## src/rtl/shift_pkg.sv

```systemverilog
// Shared types for the shift_ser_ctrl sequencer and its shift_reg datapath.
package shift_pkg;
  localparam int W = 8;

  typedef enum logic [1:0] {
    HOLD  = 2'b00,
    LOAD  = 2'b01,
    LEFT  = 2'b10,
    RIGHT = 2'b11
  } mode_t;

  typedef enum logic [1:0] {
    IDLE,
    TX_SHIFT,
    RX_SHIFT,
    RX_DONE
  } state_t;

  typedef enum logic {
    GNT_TX = 1'b0,
    GNT_RX = 1'b1
  } gnt_t;
endpackage

```

## src/rtl/shift_reg.sv

```systemverilog
// 8-bit shift register: hold, parallel load, or shift with serial input D.
module shift_reg
  import shift_pkg::*;
(
  input  logic         clk,
  input  logic         nrst,
  input  logic         D,
  input  mode_t        mode_i,
  input  logic [W-1:0] par_i,
  output logic [W-1:0] P
);

  always_ff @(posedge clk) begin
    if (!nrst) begin
      P <= '0;
    end else begin
      case (mode_i)
        LOAD:    P <= par_i;
        LEFT:    P <= {P[W-2:0], D};
        RIGHT:   P <= {D, P[W-1:1]};
        default: P <= P;
      endcase
    end
  end

endmodule

```

## src/rtl/shift_ser_ctrl.sv

```systemverilog
// Arbitrates one shift_reg between a TX (PISO) and an RX (SIPO) client, one frame at a time.
module shift_ser_ctrl
  import shift_pkg::*;
#(
  parameter int CLKDIV    = 4,
  parameter bit MSB_FIRST = 1'b1
) (
  input  logic         clk,
  input  logic         nrst,
  input  logic         tx_valid_i,
  input  logic [W-1:0] tx_data_i,
  output logic         tx_ready_o,
  output logic         sdo_o,
  input  logic         rx_req_i,
  output logic         rx_gnt_o,
  input  logic         sdi_i,
  output logic         rx_valid_o,
  output logic [W-1:0] rx_data_o,
  input  logic         rx_ready_i,
  output logic         busy_o
);

  localparam int              DIVW    = (CLKDIV > 1) ? $clog2(CLKDIV) : 1;
  localparam logic [DIVW-1:0] DIV_MAX = DIVW'(CLKDIV - 1);
  localparam mode_t           SHIFT   = MSB_FIRST ? LEFT : RIGHT;

  state_t          state, state_n;
  logic [DIVW-1:0] div_cnt;
  logic [2:0]      bit_cnt;
  gnt_t            last_gnt;

  logic            tick, clr, tx_win, rx_win, d;
  mode_t           mode;
  logic [W-1:0]    par, p;

  shift_reg u_sreg (
    .clk    (clk),
    .nrst   (nrst),
    .D      (d),
    .mode_i (mode),
    .par_i  (par),
    .P      (p)
  );

  assign tick   = (div_cnt == DIV_MAX);
  // On a tie the client not served last wins.
  assign tx_win = tx_valid_i && (!rx_req_i || last_gnt == GNT_RX);
  assign rx_win = rx_req_i && (!tx_valid_i || last_gnt == GNT_TX);
  assign busy_o = (state != IDLE);

  always_comb begin
    state_n    = state;
    mode       = HOLD;
    par        = '0;
    d          = 1'b0;
    clr        = 1'b0;
    tx_ready_o = 1'b0;
    rx_gnt_o   = 1'b0;
    rx_valid_o = 1'b0;
    rx_data_o  = '0;
    sdo_o      = 1'b1;
    case (state)
      IDLE: begin
        if (tx_win) begin
          tx_ready_o = 1'b1;
          mode       = LOAD;
          par        = tx_data_i;
          clr        = 1'b1;
          state_n    = TX_SHIFT;
        end else if (rx_win) begin
          rx_gnt_o   = 1'b1;
          clr        = 1'b1;
          state_n    = RX_SHIFT;
        end
      end
      TX_SHIFT: begin
        sdo_o = MSB_FIRST ? p[W-1] : p[0];
        if (tick) begin
          mode = SHIFT;
          if (bit_cnt == 3'd7) state_n = IDLE;
        end
      end
      RX_SHIFT: begin
        // Sample at the end of the bit period.
        if (tick) begin
          mode = SHIFT;
          d    = sdi_i;
          if (bit_cnt == 3'd7) state_n = RX_DONE;
        end
      end
      RX_DONE: begin
        rx_valid_o = 1'b1;
        rx_data_o  = p;
        if (rx_ready_i) state_n = IDLE;
      end
      default: state_n = IDLE;
    endcase
  end

  always_ff @(posedge clk) begin
    if (!nrst) begin
      state    <= IDLE;
      div_cnt  <= '0;
      bit_cnt  <= '0;
      last_gnt <= GNT_RX;
    end else begin
      state <= state_n;
      if (clr) begin
        div_cnt <= '0;
        bit_cnt <= '0;
      end else if (state == TX_SHIFT || state == RX_SHIFT) begin
        div_cnt <= tick ? '0 : div_cnt + 1'b1;
        if (tick) bit_cnt <= bit_cnt + 3'd1;
      end
      if (tx_ready_o)    last_gnt <= GNT_TX;
      else if (rx_gnt_o) last_gnt <= GNT_RX;
    end
  end

endmodule
```

## config.mk

```make
export PLATFORM = sky130hd
export DESIGN_NAME = shift_ser_ctrl
export DESIGN_NICKNAME = d
export VERILOG_FILES = /design/src/rtl/shift_pkg.sv /design/src/rtl/shift_reg.sv /design/src/rtl/shift_ser_ctrl.sv
export SDC_FILE = /design/constraint.sdc
export NUM_CORES = 1
export LEC_CHECK = 0
export BUFFER_PORTS_ARGS = -buffer_cell sky130_fd_sc_hd__buf_2
export CAP_MARGIN = 5
export CORE_UTILIZATION = 40
export DETAILED_ROUTE_END_ITERATION = 6
export PLACE_DENSITY_LB_ADDON = 0.3
export SYNTH_ARGS = -nofsm -noshare
export SYNTH_HDL_FRONTEND = slang
export SYNTH_SLANG_ARGS = --single-unit
```

## constraint.sdc

```tcl
create_clock -name clk -period 1.81 [get_ports clk]
set_input_delay 0.0905 -clock clk [delete_from_list [all_inputs] [get_ports clk]]
set_output_delay 0.0905 -clock clk [all_outputs]
set_load 0.01 [all_outputs]
```

==> metrics.md <==
| Metric | Value |
|---|---|
| Hold WS | 0.0690 ns |
| Crit path max fanout | 7 |
| Cells after DPL | 167 |
| Maximum vdd drop | 574 uV |
| Unrepaired setup endpoints after global routing | false |
| Synth async-reset ratio | 0 |
| Min-Delay Path Class | input port to register |
| Internal power | 0.000799 W |
| FF-to-FF End | u_sreg.P[0] |
| Gpl congestion | 0.862 |
| Area of the multi-input gates | 664 sq um |
| CP startpoint kind | register |
| First-pass DRT Iterations | 5 |
| M2 GR Usage | 0.380 |
| I/O Buffers | 26 |
| P_sw | 0.000512 W |
| Clk buf depth | 2 |
| Final net count | 167 |
| Fmax | 609 MHz |
| Hold endpoint | u_sreg.P[0] |
| Vias | 960 |
| Pwr Density | between 1000 and 1500 mW/mm^2 |
| Sequential area share after synthesis | 0.315 |
| Post-Syn Nets | 133 |
| Postcts setup bufs | 0 |
| Largest net degree at the start of global routing | 11 |
| EDFF count, synth | 0 |
| Top area cells in the synthesized netlist | dfxtp_1 32%, ha_1 11%, mux2i_1 6.9% |
| Met3 Use GR | 0.0551 |
| Unique masters post-synth | 32 |
| GR peak layer | met2 |
| Fill cell count | approximately 230 |
| Root buffer cell | clkbuf_4 |
| Synth top area share | 0.315 |
| First-pass GRT wire length | 4.13 mm |
| R2R depth | 6 |
| Slew headroom | 0.746 |
| Yosys top cell by area | dfxtp_1 |
| Synth Instances | 110 |
| Die W | roughly 52 um |
| Number of global-route vias before repair | a little over 900 |
| Hold Violations, Final | 0 |
| Leakage | 0.627 nW |
| Die Ht | 52.4 um |
| Worst EP required | 1.72 ns |
| Hold Path Depth | 3 |
| Setup TNS | 0 ns |
| Layout cells sized above 1 | 0.296 |
| Total Wirelength | around 2.4 mm |
| Register bit total from synthesis | 16 |
| Top cells by instance count after synthesis | 16 x dfxtp_1, 11 x nand2_1, 9 x ha_1, 8 x a21oi_1, 8 x and2_1 |
| Clk pin slew, worst setup/hold paths | 0.09 ns |
| FF-to-FF Start | state[0] |
| Main flop type after synthesis | dfxtp_1 |
| Sw Ratio | 0.390 |
| Worst setup EP type | output port |
| Clk_lat worst skew | 0.28 ns |
| Period utilization | 0.908 |
| TritonCTS Buffers | 3 |
| Final instance area | 0.00124 sq mm |
| Via/cell ratio | 5.65 |
| Fin crit period | about 1.6 ns |
| P&R area growth vs syn | 21.7% |
| Min-delay src | tx_data_i[0] |
| Max H-tree Level | 1 |
| GR Util met1 | 0.233 |
| Clock power frac | 0.145 |
| Die Footprint | 0.00275 sq mm |
| Setup CP Type | register to output port |
| Mapped Area | 0.00102 sq mm |
| Critical path data arrival time | roughly 1.6 ns |
| Final Skew | 0.00227 ns |
| FF-to-FF setup slack | ~0.21 ns |
| Clk sinks | 16 |
| Sequential standard cell area | around 320 sq um |
| Gr ovfl total | 0 |
| DP HPWL | 1.89 mm |
| # setup viols final | 0 |
| Status | finished, final reports clean |
| DR WL/cell | 14.3 um |
| Overall routing resource usage | 0.206 |
| Initial antenna violation count | 0 |
| Max Cap Viol | 0 |
| Post-Layout Cell Count | 170 |
| Measured slew at the worst slew-check pin | 0.372 ns |
| Initial Utilization | 0.442 |
| Avg Inst Size Synth | 9.24 sq um |
| CTS tree | built |
| Core area | 0.00230 sq mm |
| Placed Area | roughly 0.0012 sq mm |
| ANT cells | 0 |
| # rows | 17 |
| Final-report max-slew violation count | 0 |
| Drt drc | 0 |
| Most frequent cell after synthesis | dfxtp_1 |
| Initial DRC count | 12 |
| Combinational power share | 0.475 |
| Synth Warn # | 0 |
| Final ANT Viol Nets | 0 |
| Top-level port count | 27 |
| Flop pwr share | 0.380 |
[cells in the final DEF, fill, tap and decap left out, types with 4 or more instances in the layout]
cell type	Yosys	final
ha_1	9	8
a21oi_1	8	8
nor2_1	4	4
nand2_1	11	10
a221oi_1	5	5
mux2i_1	7	7
buf_2	2	26
buf_4	1	6
and4b_1	6	6
a211oi_1	6	6
dfxtp_1	16	16
and2_1	8	8
[state kept, by name, indices dropped and copies added, names as in the netlist]
register	flops
state	2
u_sreg.P	8
last_gnt	1
bit_cnt	3
div_cnt	2
[timing repair]
item | 4_1_cts | 5_1_grt
hold buffers | 0 | 0
resized for setup | 0 | 2
hold endpoints to repair | 0 | 0
setup endpoints to repair | 0 | 2
[cell families after synthesis]
family | count (synthesis) | synth area share
flops | 16 | 0.315
xor+xnor | 1 | 0.00862
mux | 7 | 0.0690
simple gates | 41 | 0.256
compound gates | 28 | 0.204
buf+inv | 8 | 0.0357
fa+ha+maj | 9 | 0.111
[through the flow]
stage	setup WS (ns)	total power [W]	utilization
after floorplan	0.0963	0.000921	-
after global placement	0.188	0.00110	0.526
after detailed placement	0.174	0.00111	0.526
after CTS	0.0142	0.00131	0.536
after global routing	0.0240	0.00142	0.538
final	0.167	0.00131	0.538
[final cells by class]
class                           instances  area share
Clock buffer                            3      0.0182
Inverter                                5      0.0152
Multi-Input combinational cell         86       0.537
Sequential cell                        16       0.259
Tap cell                               28      0.0283
Timing Repair Buffer                   32       0.142
[power groups by stage]
stage                     Sequential, W  Clock (W)  Combinational (W)
after floorplan                0.000494          0           0.000427
after global placement         0.000504          0           0.000599
after detailed placement       0.000505          0           0.000610
after CTS                      0.000497   0.000198           0.000613
after global routing           0.000512   0.000212           0.000694
final                          0.000498   0.000190           0.000623
[how the worst max path moves through the flow]
stage          startpoint  slack [ns]  cells after the start           to
6_report         state[0]        0.17                      6   tx_ready_o
5_1_grt          state[0]        0.02                      6   tx_ready_o
4_1_cts          state[1]        0.01                      6   tx_ready_o
3_5_place_dp     state[0]        0.17                      5  u_sreg.P[1]
3_3_place_gp     state[0]        0.19                      5  u_sreg.P[5]
2_1_floorplan    state[0]         0.1                      6  u_sreg.P[5]
[layer usage]
metal  share of wire  wire length (um)
met3           0.064               154
met1            0.45              1080
met4          0.0070                17
met5               0                 0
met2            0.48              1170
[worst max-delay path: stages, from the launching register on]
cell and delay [ns]:
dfxtp_1 0.32, inv_1 0.08, ha_2 0.24, and2_2 0.22, nand2_2 0.14, inv_2 0.13, buf_2 0.14
Note: power is estimated with default switching activity, not from simulation.
